## config.mk

```make
export PLATFORM = sky130hd
export DESIGN_NAME = de_mw_pipe_reg
export DESIGN_NICKNAME = d
export VERILOG_FILES = /design/src/rtl/pipe_pkg.sv /design/src/rtl/sat_counter.sv /design/src/rtl/de_mw_pipe_reg.sv
export SDC_FILE = /design/constraint.sdc
export NUM_CORES = 1
export LEC_CHECK = 0
export ABC_AREA = 1
export ABC_CLOCK_PERIOD_IN_PS = 1600
export BUFFER_PORTS_ARGS = -buffer_cell sky130_fd_sc_hd__buf_4
export CAP_MARGIN = 10
export CORE_AREA = 4 4 138 140
export DETAILED_ROUTE_END_ITERATION = 7
export DIE_AREA = 0 0 142 144
export HOLD_SLACK_MARGIN = 0.05
export PLACE_DENSITY = 0.63
export RECOVER_POWER = 25
export SLEW_MARGIN = 20
export SYNTH_ARGS = -nofsm -noshare
export SYNTH_HDL_FRONTEND = slang
export SYNTH_HIERARCHICAL = 1
export SYNTH_SLANG_ARGS = --single-unit
```

## constraint.sdc

```tcl
create_clock -name clk -period 1.6 [get_ports clk]
set_input_delay 0 -clock clk [delete_from_list [all_inputs] [get_ports clk]]
set_output_delay 0 -clock clk [all_outputs]
set_load 0.01 [all_outputs]
```

## src/rtl/pipe_pkg.sv

```systemverilog
// Shared pipeline definitions: bubble instruction, RV32I major opcodes,
// the MW stage record and the MW slot state encoding.
package pipe_pkg;

    localparam logic [31:0] NOP_INSTR     = 32'h0000_0013;  // addi x0, x0, 0

    localparam logic [6:0]  OPC_R         = 7'd51;
    localparam logic [6:0]  OPC_I_ALU     = 7'd19;
    localparam logic [6:0]  OPC_LOAD      = 7'd3;
    localparam logic [6:0]  OPC_STORE     = 7'd35;
    localparam logic [6:0]  OPC_BRANCH    = 7'd99;
    localparam logic [6:0]  OPC_JALR      = 7'd103;

    typedef struct packed {
        logic [31:0] pc;
        logic [31:0] instr;
        logic [31:0] alu_res;
        logic [31:0] wdata;
        logic        valid;
    } mw_stage_t;

    typedef enum logic [0:0] {
        SLOT_EMPTY = 1'b0,
        SLOT_FULL  = 1'b1
    } slot_state_e;

    // Empty slot contents: NOP so downstream hazard logic sees rd = x0.
    function automatic mw_stage_t mw_bubble();
        mw_stage_t b;
        b.pc      = 32'h0000_0000;
        b.instr   = NOP_INSTR;
        b.alu_res = 32'h0000_0000;
        b.wdata   = 32'h0000_0000;
        b.valid   = 1'b0;
        return b;
    endfunction

endpackage

```

## src/rtl/sat_counter.sv

```systemverilog
// Saturating up-counter with synchronous active-high reset and increment
// enable. Sticks at all-ones once reached.
module sat_counter #(
    parameter int unsigned W = 32
) (
    input  logic         clk,
    input  logic         rst,
    input  logic         inc_i,
    output logic [W-1:0] cnt_o
);

    logic [W-1:0] cnt_q;
    logic [W-1:0] cnt_d;

    // Next count: add one unless disabled or already saturated.
    always_comb begin
        cnt_d = cnt_q;
        if (inc_i && (cnt_q != {W{1'b1}})) begin
            cnt_d = cnt_q + {{(W-1){1'b0}}, 1'b1};
        end else begin
            cnt_d = cnt_q;
        end
    end

    // Count register with synchronous reset.
    always_ff @(posedge clk) begin
        if (rst) begin
            cnt_q <= {W{1'b0}};
        end else begin
            cnt_q <= cnt_d;
        end
    end

    assign cnt_o = cnt_q;

endmodule

```

## src/rtl/de_mw_pipe_reg.sv

```systemverilog
// Decode/execute -> memory/writeback pipeline register.
// Priority per edge: rst > stall > flush (live or pending) > load.
// A flush seen during a stall is remembered in flush_pend and applied as a
// single bubble on the first non-stalled cycle.
// Optional build macro DE_MW_PERF_CNT_EN adds saturating stall/flush/retire
// counters; without it the counter ports read 32'h0 and no counter flops exist.
module de_mw_pipe_reg
    import pipe_pkg::*;
(
    input  logic        clk,
    input  logic        rst,
    input  logic        stall,
    input  logic        flush,
    input  logic [31:0] pc_DE,
    input  logic [31:0] instr_DE,
    input  logic [31:0] alu_res_DE,
    input  logic [31:0] wdata_DE,
    output logic [31:0] pc_MW,
    output logic [31:0] instr_MW,
    output logic [31:0] alu_res_MW,
    output logic [31:0] wdata_MW,
    output logic        valid_MW,
    output logic        flush_pend,
    output logic [31:0] cnt_stall,
    output logic [31:0] cnt_flush,
    output logic [31:0] cnt_retire
);

    mw_stage_t   mw_q;
    mw_stage_t   mw_d;
    slot_state_e state_q;
    slot_state_e state_d;
    logic        flush_pend_q;
    logic        flush_pend_d;

    // Slot next-state and next contents: hold, bubble or load.
    always_comb begin
        mw_d         = mw_q;
        state_d      = state_q;
        flush_pend_d = flush_pend_q;
        if (stall) begin
            // Frozen; only remember a flush for later.
            flush_pend_d = flush_pend_q | flush;
        end else if (flush || flush_pend_q) begin
            // Live and pending flush merge into one bubble.
            mw_d         = mw_bubble();
            state_d      = SLOT_EMPTY;
            flush_pend_d = 1'b0;
        end else begin
            mw_d.pc      = pc_DE;
            mw_d.instr   = instr_DE;
            mw_d.alu_res = alu_res_DE;
            mw_d.wdata   = wdata_DE;
            mw_d.valid   = 1'b1;
            state_d      = SLOT_FULL;
            flush_pend_d = 1'b0;
        end
    end

    // Slot registers with synchronous reset to an empty bubble.
    always_ff @(posedge clk) begin
        if (rst) begin
            mw_q         <= mw_bubble();
            state_q      <= SLOT_EMPTY;
            flush_pend_q <= 1'b0;
        end else begin
            mw_q         <= mw_d;
            state_q      <= state_d;
            flush_pend_q <= flush_pend_d;
        end
    end

    assign pc_MW      = mw_q.pc;
    assign instr_MW   = mw_q.instr;
    assign alu_res_MW = mw_q.alu_res;
    assign wdata_MW   = mw_q.wdata;
    assign valid_MW   = mw_q.valid;
    assign flush_pend = flush_pend_q;

`ifdef DE_MW_PERF_CNT_EN
    logic load_s;
    logic flush_apply_s;

    assign load_s        = ~stall & ~(flush | flush_pend_q);
    assign flush_apply_s = ~stall &  (flush | flush_pend_q);

    sat_counter #(.W(32)) u_cnt_stall (
        .clk   (clk),
        .rst   (rst),
        .inc_i (stall),
        .cnt_o (cnt_stall)
    );

    sat_counter #(.W(32)) u_cnt_flush (
        .clk   (clk),
        .rst   (rst),
        .inc_i (flush_apply_s),
        .cnt_o (cnt_flush)
    );

    sat_counter #(.W(32)) u_cnt_retire (
        .clk   (clk),
        .rst   (rst),
        .inc_i (load_s),
        .cnt_o (cnt_retire)
    );
`else
    assign cnt_stall  = 32'h0000_0000;
    assign cnt_flush  = 32'h0000_0000;
    assign cnt_retire = 32'h0000_0000;
`endif

endmodule

```

==> results.ini, run 1 <==
[cts]
root_buffer=clkbuf_16
path_clk_slew_ns=0.06
cts_tree=done
post_cts_resized=0
clock_latency_ns=0.41
cts_buffer_depth=2
cts_buffers=17
cts_max_level=4
cts_sinks=130

[yosys]
netlist_area_sq_um=5200
synth_common_cells=nand2_1, dfxtp_1, nand3_1
yosys.area_share.simple_pct=31.4
ys.flop_type=dfxtp_1
async_flop_share_pct=0
synth_area_leader_cell=dfxtp_1
yosys.area_share.xor_xnor_pct=0
synth_top_cell_area_share_pct=50.0
synth.area.mux_share_pct=0
synth-seq-cells=130
synthCells=670
synth.avg_cell_area_sq_um=7.77
synthAdderAreaFrac_pct=0
ys_seq_area_share_pct=50.0
ys_types=12
synth-edff-count=0
synth.area.top_cells=dfxtp_1, nand2_1, buf_4
ys_warn_count=6
synth-compound-area-share_pct=0
yosysMostFrequentCell=nand2_1
synth_top_family_by_area=simple AND/OR/NAND/NOR gates

[global_routing]
grt_max_degree=69
first_global_vias=5076
grt_pass1_wl_mm=25.8
gr-total-overflow=0
grtUsageTotal_pct=15.5
antenna_found_initial=0

[timing]
finalCritPeriodShare_pct=96.0
fin_skew_ns=0.00847
finalHoldViolCount=0
setup_tns_ns=0
post-route-min-period_ns=1.54
fmax_ghz=0.651
rsz0062_at_grt=false
setup_viol=0
timing.final.max_slew_violations=0

[floorplan]
initial_utilization_pct=29.2
dieArea_sq_um=20400
rows=49
die_w_microns=142
core_sq_um=17800
fp.dieH_microns=144
num_io_pins=358

[finish]
multi_input_area_sq_um=2010
nets=1182
area_delta_synth_final_pct=70.0
num-fill-cells=1680
antennaDiodeCount=0
seq_area_sq_um=2600
drive_gt1_share_pct=22.5

[route]
wl_mm=17.3
dr_total_vias=5364
drt_drc_violations_left=0
wl_per_cell_microns=13.4
viasPerCell=4.15
ant_nets=0
drt-pass1-iter-count=4
drt-initial-drc-count=194

[worst_setup_path]
cp.required_ns=1.95
worstPathArrival_ns=1.89
end_kind=flop
cp-start-kind=input pin
critPathKind=in2reg
worst-path-max-fanout=34

[place]
hpwl_mm=10.7
portBuffers=261
gp_congestion=0.750

[power]
power_density_nw_per_um2=1030
p_total_mw=9.12
leakage_nw=4.49
vdd_drop_max_mv=0.654

[flow_run]
drv_cap=0

[min_path]
hold_class=in2reg

[run_status]
outcome=finished, final reports clean

routing by layer:
| metal | GRT usage, % | up-vias | part of all wire [%] |
|---|---|---|---|
| li1 | - | 2676 | - |
| met1 | 17.8 | 2418 | 39 |
| met2 | 26.3 | 236 | 50 |
| met3 | 5.39 | 34 | 8.9 |
| met4 | 6.41 | 0 | 2.7 |
| met5 | 0 | - | 0 |
kinds of logic (layout without fill, tap and decap cells):
| group | after synthesis | after routing |
|---|---|---|
| and+or+nand+nor | 391 | 391 |
| buffers and inverters | 148 | 446 |
| DFF | 130 | 130 |
| other | 1 | 96 |
critical path: stages:
cell and delay (ns):
dlygate4sd3_1 0.53, buf_4 0.16, nor2_4 0.20, buf_12 0.24, nand3_1 0.11, dlygate4sd3_1 0.58
nand2_1 0.06
stage by stage:
stage | area, sq um | std cells | hold slack [ns] | setup WS [ns] | util [%]
floorplan | 5560 | 765 | 0.0768 | 0.548 | -
global placement | 7030 | 1124 | 0.217 | 0.411 | 39.4
detailed placement | 7030 | 1124 | 0.223 | 0.411 | 39.4
CTS | 9060 | 1291 | 0.0561 | 0.0703 | 50.8
global route | 8850 | 1292 | 0.0824 | 0.00720 | 49.6
finish | 8850 | 1292 | 0.0852 | 0.0643 | 49.6
path summary, 6_finish.rpt:
path,slack (ns),depth (start not counted),start,endpoint
min reg2reg,0.45,2,instr_MW[10]$_SDFFE_PP0N_,instr_MW[10]$_SDFFE_PP0N_
max,0.06,7,rst,pc_MW[27]$_SDFFE_PP0N_
min,0.09,5,stall,instr_MW[31]$_SDFFE_PP0N_
max reg2reg,0.18,4,flush_pend$_SDFF_PP0_,pc_MW[27]$_SDFFE_PP0N_
cell usage in the layout, fill, tap and decap left out:
| cell type | Yosys | layout |
|---|---|---|
| inv_6 | 0 | 1 |
| buf_4 | 97 | 198 |
| clkinv_4 | 0 | 3 |
| clkbuf_1 | 4 | 65 |
| dfxtp_1 | 130 | 130 |
| clkinv_2 | 0 | 1 |
| buf_12 | 0 | 6 |
| nor2_4 | 0 | 3 |
| nand3_1 | 128 | 128 |
| inv_1 | 10 | 10 |
| bufinv_16 | 0 | 6 |
| clkbuf_8 | 0 | 2 |
| clkinvlp_4 | 0 | 1 |
| nor3_1 | 1 | 1 |
| nand2_1 | 259 | 259 |
| conb_1 | 1 | 96 |
| dlygate4sd3_1 | 0 | 135 |
| clkbuf_16 | 0 | 18 |
state kept, by name, summed over array words and instances (netlist names):
| register | cells |
|---|---|
| flush_pend | 1 |
| alu_res_MW | 32 |
| pc_MW | 32 |
| wdata_MW | 32 |
| instr_MW | 32 |
| valid_MW | 1 |
repair_timing:
item	in CTS	in global routing
setup buffers	0	0
hold buffers	135	0
endpoints found under the hold margin	129	0
endpoints found under the setup margin	0	1
layout make-up:
class	instances	area share [%]
clock buffer	20	5.16
clock inverter	12	2.57
inverter	10	0.424
multi-input combinational	487	22.7
sequential	130	29.4
tap	229	3.24
timing repair buffer	404	36.4
power breakdown:
group / internal (mW) / switching (mW) / total, mW
logic: 0.612 / 0.581 / 1.19
clock network: 3.02 / 1.48 / 4.50
registers: 3.36 / 0.0664 / 3.43
total: 6.99 / 2.12 / 9.12
No activity file was read; power rests on OpenSTA's default activity.
==> run 2: changes to the inputs <==
==> constraint.sdc (replaced) <==
create_clock -name clk -period 1.6 [get_ports clk]
set_input_delay 0.08 -clock clk [delete_from_list [all_inputs] [get_ports clk]]
set_output_delay 0.08 -clock clk [all_outputs]
set_load 0.01 [all_outputs]
==> results.ini, run 2 (synthesized netlist as in run 1, its figures left out) <==
[run_status]
outcome=finished, final reports clean

[finish]
area_delta_synth_final_pct=68.1
final_cell_mix=nand2_1, buf_4, dlygate4sd3_1
final_common_cell=nand2_1
drive_gt1_share_pct=22.7
nets=1182
antennaDiodeCount=0
num-fill-cells=1653
final_cell_area_sq_um=8750

[timing]
finalHoldViolCount=0
whs_ns=0.168
timing.final.max_slew_violations=0
worst_slack_ns=0.0638
setup_viol=0
fin_skew_ns=0.00707
post-route-min-period_ns=1.54
finalCritPeriodShare_pct=96.0
rsz0062_at_grt=false
fmax_ghz=0.651
setup_tns_ns=0

[route]
ant_nets=0
drt-initial-drc-count=247
wl_mm=17.3
wl_per_cell_microns=13.4
drt_drc_violations_left=0
viasPerCell=4.19
dr_total_vias=5410
drt-pass1-iter-count=4

[worst_setup_path]
critPathKind=in2reg
end_kind=flop
worst-path-max-fanout=17
cp.required_ns=1.95
cp-start-kind=input pin
worstPathArrival_ns=1.89

[cts]
clock_latency_ns=0.41
cts_sinks=130
root_buffer=clkbuf_16
cts_max_level=4
post_cts_resized=0
cts_buffer_depth=2
cts_buffers=17
cts_tree=done
path_clk_slew_ns=0.06

[floorplan]
core_sq_um=17800
dieArea_sq_um=20400
initial_utilization_pct=29.2
die_w_microns=142
fp.dieH_microns=144
num_io_pins=358
rows=49

[place]
hpwl_mm=10.5
placed_area_sq_um=7030
portBuffers=261
place_ws_ns=0.395
gp_congestion=0.747

[global_routing]
met3_usage_pct=5.26
top_usage_layer=met2
grtUsageMet1_pct=17.7
antenna_found_initial=0
met2_usage_pct=26.0
grt_pass1_wl_mm=25.2
first_global_vias=5124
grt_max_degree=69
gr-total-overflow=0
grtUsageTotal_pct=15.3

[power]
p_total_mw=8.45
vdd_drop_max_mv=0.666
leakage_nw=4.45
power_density_nw_per_um2=965

[min_path]
hold_class=in2reg

[flow_run]
drv_cap=0

run 2: what timing repair did:
action / CTS / global route
hold endpoints to repair: 129 / 0
setup buffers: 0 / 1
setup endpoints to repair: 0 / 2
hold buffers: 133 / 0
run 2: worst paths after layout:
kind                            depth (start not counted)                        start                           to  slack, ns
worst min-delay path                                    5                        stall  alu_res_MW[11]$_SDFFE_PP0N_       0.17
worst max-delay path                                    7                          rst       pc_MW[25]$_SDFFE_PP0N_       0.06
worst min register to register                          2  alu_res_MW[18]$_SDFFE_PP0N_  alu_res_MW[18]$_SDFFE_PP0N_       0.45
worst max register to register                          4        flush_pend$_SDFF_PP0_       pc_MW[28]$_SDFFE_PP0N_       0.19
run 2: critical path: stages:
cell and delay, ns:
dlygate4sd3_1 0.54, buf_4 0.16, nor2_4 0.18, buf_12 0.19, nand3_1 0.08, dlygate4sd3_1 0.58
nand2_1 0.07
run 2: stage by stage:
stage	utilization (%)	std cells
after detailed placement	39.4	1124
after global placement	39.4	1124
after CTS	50.1	1289
final	49.1	1292
after floorplan	-	765
after global routing	49.1	1292
run 2: report_power, final:
group / total, mW / switching, mW / internal [mW]
registers: 3.43 / 0.0673 / 3.36
logic: 1.20 / 0.585 / 0.617
clock network: 3.81 / 1.58 / 2.23
run 2: routing by layer:
metal | wire length, microns | vias up
met4 | 395 | 0
met5 | 0 | -
met2 | 8600 | 247
li1 | - | 2674
met3 | 1560 | 32
met1 | 6780 | 2457
run 2: layout make-up:
cell class              count  area [sq um]  share of cell area, %
clock inverters            14           143                   1.63
repair buffers            404          3230                   36.9
inverters                  10          37.5                  0.429
flip-flops and latches    130          2600                   29.7
well taps                 229           287                   3.27
multi-input cells         487          2010                   23.0
clock buffers              18           439                   5.02
==> run 3: changes to the inputs <==
--- a/config.mk
+++ b/config.mk
@@ -5,15 +5,14 @@
 export SDC_FILE = /design/constraint.sdc
 export NUM_CORES = 1
 export LEC_CHECK = 0
-export ABC_AREA = 1
 export ABC_CLOCK_PERIOD_IN_PS = 1600
 export BUFFER_PORTS_ARGS = -buffer_cell sky130_fd_sc_hd__buf_4
 export CAP_MARGIN = 10
-export CORE_AREA = 4 4 138 140
+export CORE_AREA = 4 4 136 138
 export DETAILED_ROUTE_END_ITERATION = 7
-export DIE_AREA = 0 0 142 144
+export DIE_AREA = 0 0 140 142
 export HOLD_SLACK_MARGIN = 0.05
-export PLACE_DENSITY = 0.63
+export PLACE_DENSITY = 0.7
 export RECOVER_POWER = 25
 export SLEW_MARGIN = 20
 export SYNTH_ARGS = -nofsm -noshare
==> results.ini, run 3 <==
[cts]
clock_latency_ns=0.40
postCtsSetupBuffers=0
cts_buffers=17
cts_tree=done
root_buffer=clkbuf_16
cts_sinks=130
cts_buffer_depth=2
cts_max_level=4
path_clk_slew_ns=0.06

[global_routing]
met2_usage_pct=30.6
grtUsageMet1_pct=20.5
gr-total-overflow=0
top_usage_layer=met2
grtUsageTotal_pct=17.7
antenna_found_initial=0
grt_pass1_wl_mm=29.0
grt_max_degree=78
first_global_vias=5690
met3_usage_pct=6.22

[floorplan]
rows=48
initial_utilization_pct=35.6
num_io_pins=358
core_sq_um=17200
die_w_microns=140
dieArea_sq_um=19900
fp.dieH_microns=142

[finish]
final_cell_mix=buf_4, dfxtp_1, dlygate4sd3_1
seq_area_sq_um=2610
final_util_pct=55.7
multi_input_area_sq_um=2790
nets=1175
area_delta_synth_final_pct=56.7
drive_gt1_share_pct=23.8
final_cell_area_sq_um=9570
final_common_cell=buf_4
num-fill-cells=1557

[run_status]
outcome=finished, final reports clean

[power]
p_comb_share_pct=15.1
leakage_nw=3.99
power.switching_mw=2.18
pwr-share-clk_pct=45.8
vdd_drop_max_mv=0.756
power_density_nw_per_um2=916
seq_power_share_pct=39.1
sw_frac_of_total_pct=24.8
p_int_mw=6.59

[timing]
timing.final.max_slew_violations=0
fin_skew_ns=0.00779
rsz0062_at_grt=false
setup_viol=0
finalCritPeriodShare_pct=85.2
fmax_ghz=0.733
setup_tns_ns=0
finalHoldViolCount=0
post-route-min-period_ns=1.36

[yosys]
ys.flop_type=dfxtp_1
ys_warn_count=6
synth_area_leader_cell=dfxtp_1
synthCells=686
yosysMostFrequentCell=dfxtp_1
synth-edff-count=0
synth_common_cells=dfxtp_1, a21oi_1, nand2_1
async_flop_share_pct=0
synth.avg_cell_area_sq_um=8.91
netlist_area_sq_um=6110
synth.area.top_cells=dfxtp_1, or4b_1, buf_4
synth-seq-cells=130
ys_types=15
ys_seq_area_share_pct=42.6
synth_top_cell_area_share_pct=42.6

[worst_setup_path]
worst-path-max-fanout=29
reg2reg_slack_ns=0.24
max_stage_delay_ns=0.49
crit_path_start=flush_pend$_SDFF_PP0_
path_cells=buf_4 -> or4b_1 -> a21oi_1
critical_path.endpoint=alu_res_MW[30]$_SDFFE_PP0N_
reg2reg_depth=3
critPathKind=reg2reg
r2r_start=flush_pend$_SDFF_PP0_
worstPathArrival_ns=1.70
cp_slowest_cell=or4b_1
cp.required_ns=1.93
reg2reg_to=alu_res_MW[30]$_SDFFE_PP0N_
cp-start-kind=flop
end_kind=flop

[route]
drt-pass1-iter-count=5
drt-initial-drc-count=201
drt_drc_violations_left=0
viasPerCell=4.65
wl_mm=19.1
ant_nets=0
dr_total_vias=5962
wl_per_cell_microns=14.9

[flow_run]
drv_cap=0

[place]
gp_congestion=0.764
placed_area_sq_um=7910
hpwl_mm=11.9
portBuffers=261

[min_path]
hold_class=in2reg

==> run 3: critical path, delay by kind of cell (launching register included) <==
kind | cells | cell delay [ns]
simple gates | 1 | 0.49
buf+inv | 1 | 0.24
compound gates | 1 | 0.14
flops | 1 | 0.41
==> run 3: power groups by stage <==
stage | logic [mW] | clock network (mW) | registers, mW
after floorplan | 0.671 | 0 | 3.55
after global placement | 1.08 | 0 | 3.49
after detailed placement | 1.09 | 0 | 3.50
after CTS | 1.35 | 4.13 | 3.43
after global routing | 1.43 | 4.27 | 3.44
final | 1.32 | 4.01 | 3.43
==> run 3: area by class of cell <==
class,count,area share (%)
Timing Repair Buffer,409,34.2
Multi-Input combinational cell,485,29.2
Sequential cell,130,27.2
Clock buffer,22,5.18
Tap cell,225,2.94
Clock inverter,10,1.27
Antenna cell,1,0.0261
==> run 3: stage by stage <==
stage / power [mW] / std cells / hold slack (ns) / worst slack [ns]
2_1_floorplan: 4.22 / 781 / 0.244 / 0.301
5_1_grt: 9.14 / 1281 / 0.0712 / 0.168
3_5_place_dp: 4.59 / 1121 / 0.339 / 0.252
3_3_place_gp: 4.58 / 1121 / 0.336 / 0.289
6_report: 8.77 / 1282 / 0.0780 / 0.237
4_1_cts: 8.91 / 1281 / 0.0545 / 0.228
==> run 3: metal layers <==
metal  vias to the layer above  part of all wire, %
met1                      2746                   41
met3                        23                  8.5
met2                       241                   49
met5                         -                    0
li1                       2952                    -
met4                         0                  1.4
==> run 3: timing repair <==
| item | CTS | global route |
|---|---|---|
| gates resized for setup | 0 | 0 |
| hold buffers | 128 | 0 |
| hold endpoints to repair | 128 | 0 |
| setup endpoints to repair | 0 | 0 |
==> run 3: worst min path at each step <==
stage	startpoint	cells after the start	end	slack, ns
after global placement	instr_DE[1]	3	instr_MW[1]$_SDFFE_PP1N_	0.34
final	rst	2	wdata_MW[11]$_SDFFE_PP0N_	0.08
after CTS	rst	2	wdata_MW[28]$_SDFFE_PP0N_	0.05
after floorplan	instr_DE[0]	2	instr_MW[0]$_SDFFE_PP1N_	0.24
after global routing	rst	2	pc_MW[26]$_SDFFE_PP0N_	0.07
after detailed placement	instr_DE[1]	3	instr_MW[1]$_SDFFE_PP1N_	0.34
==> run 3: cell families after synthesis <==
kind of cell / after synthesis / share of synthesized area, %
simple gates: 260 / 29.1
flops: 130 / 42.6
other cells: 1 / 0.0614
buf+inv: 166 / 17.5
compound gates: 129 / 10.7
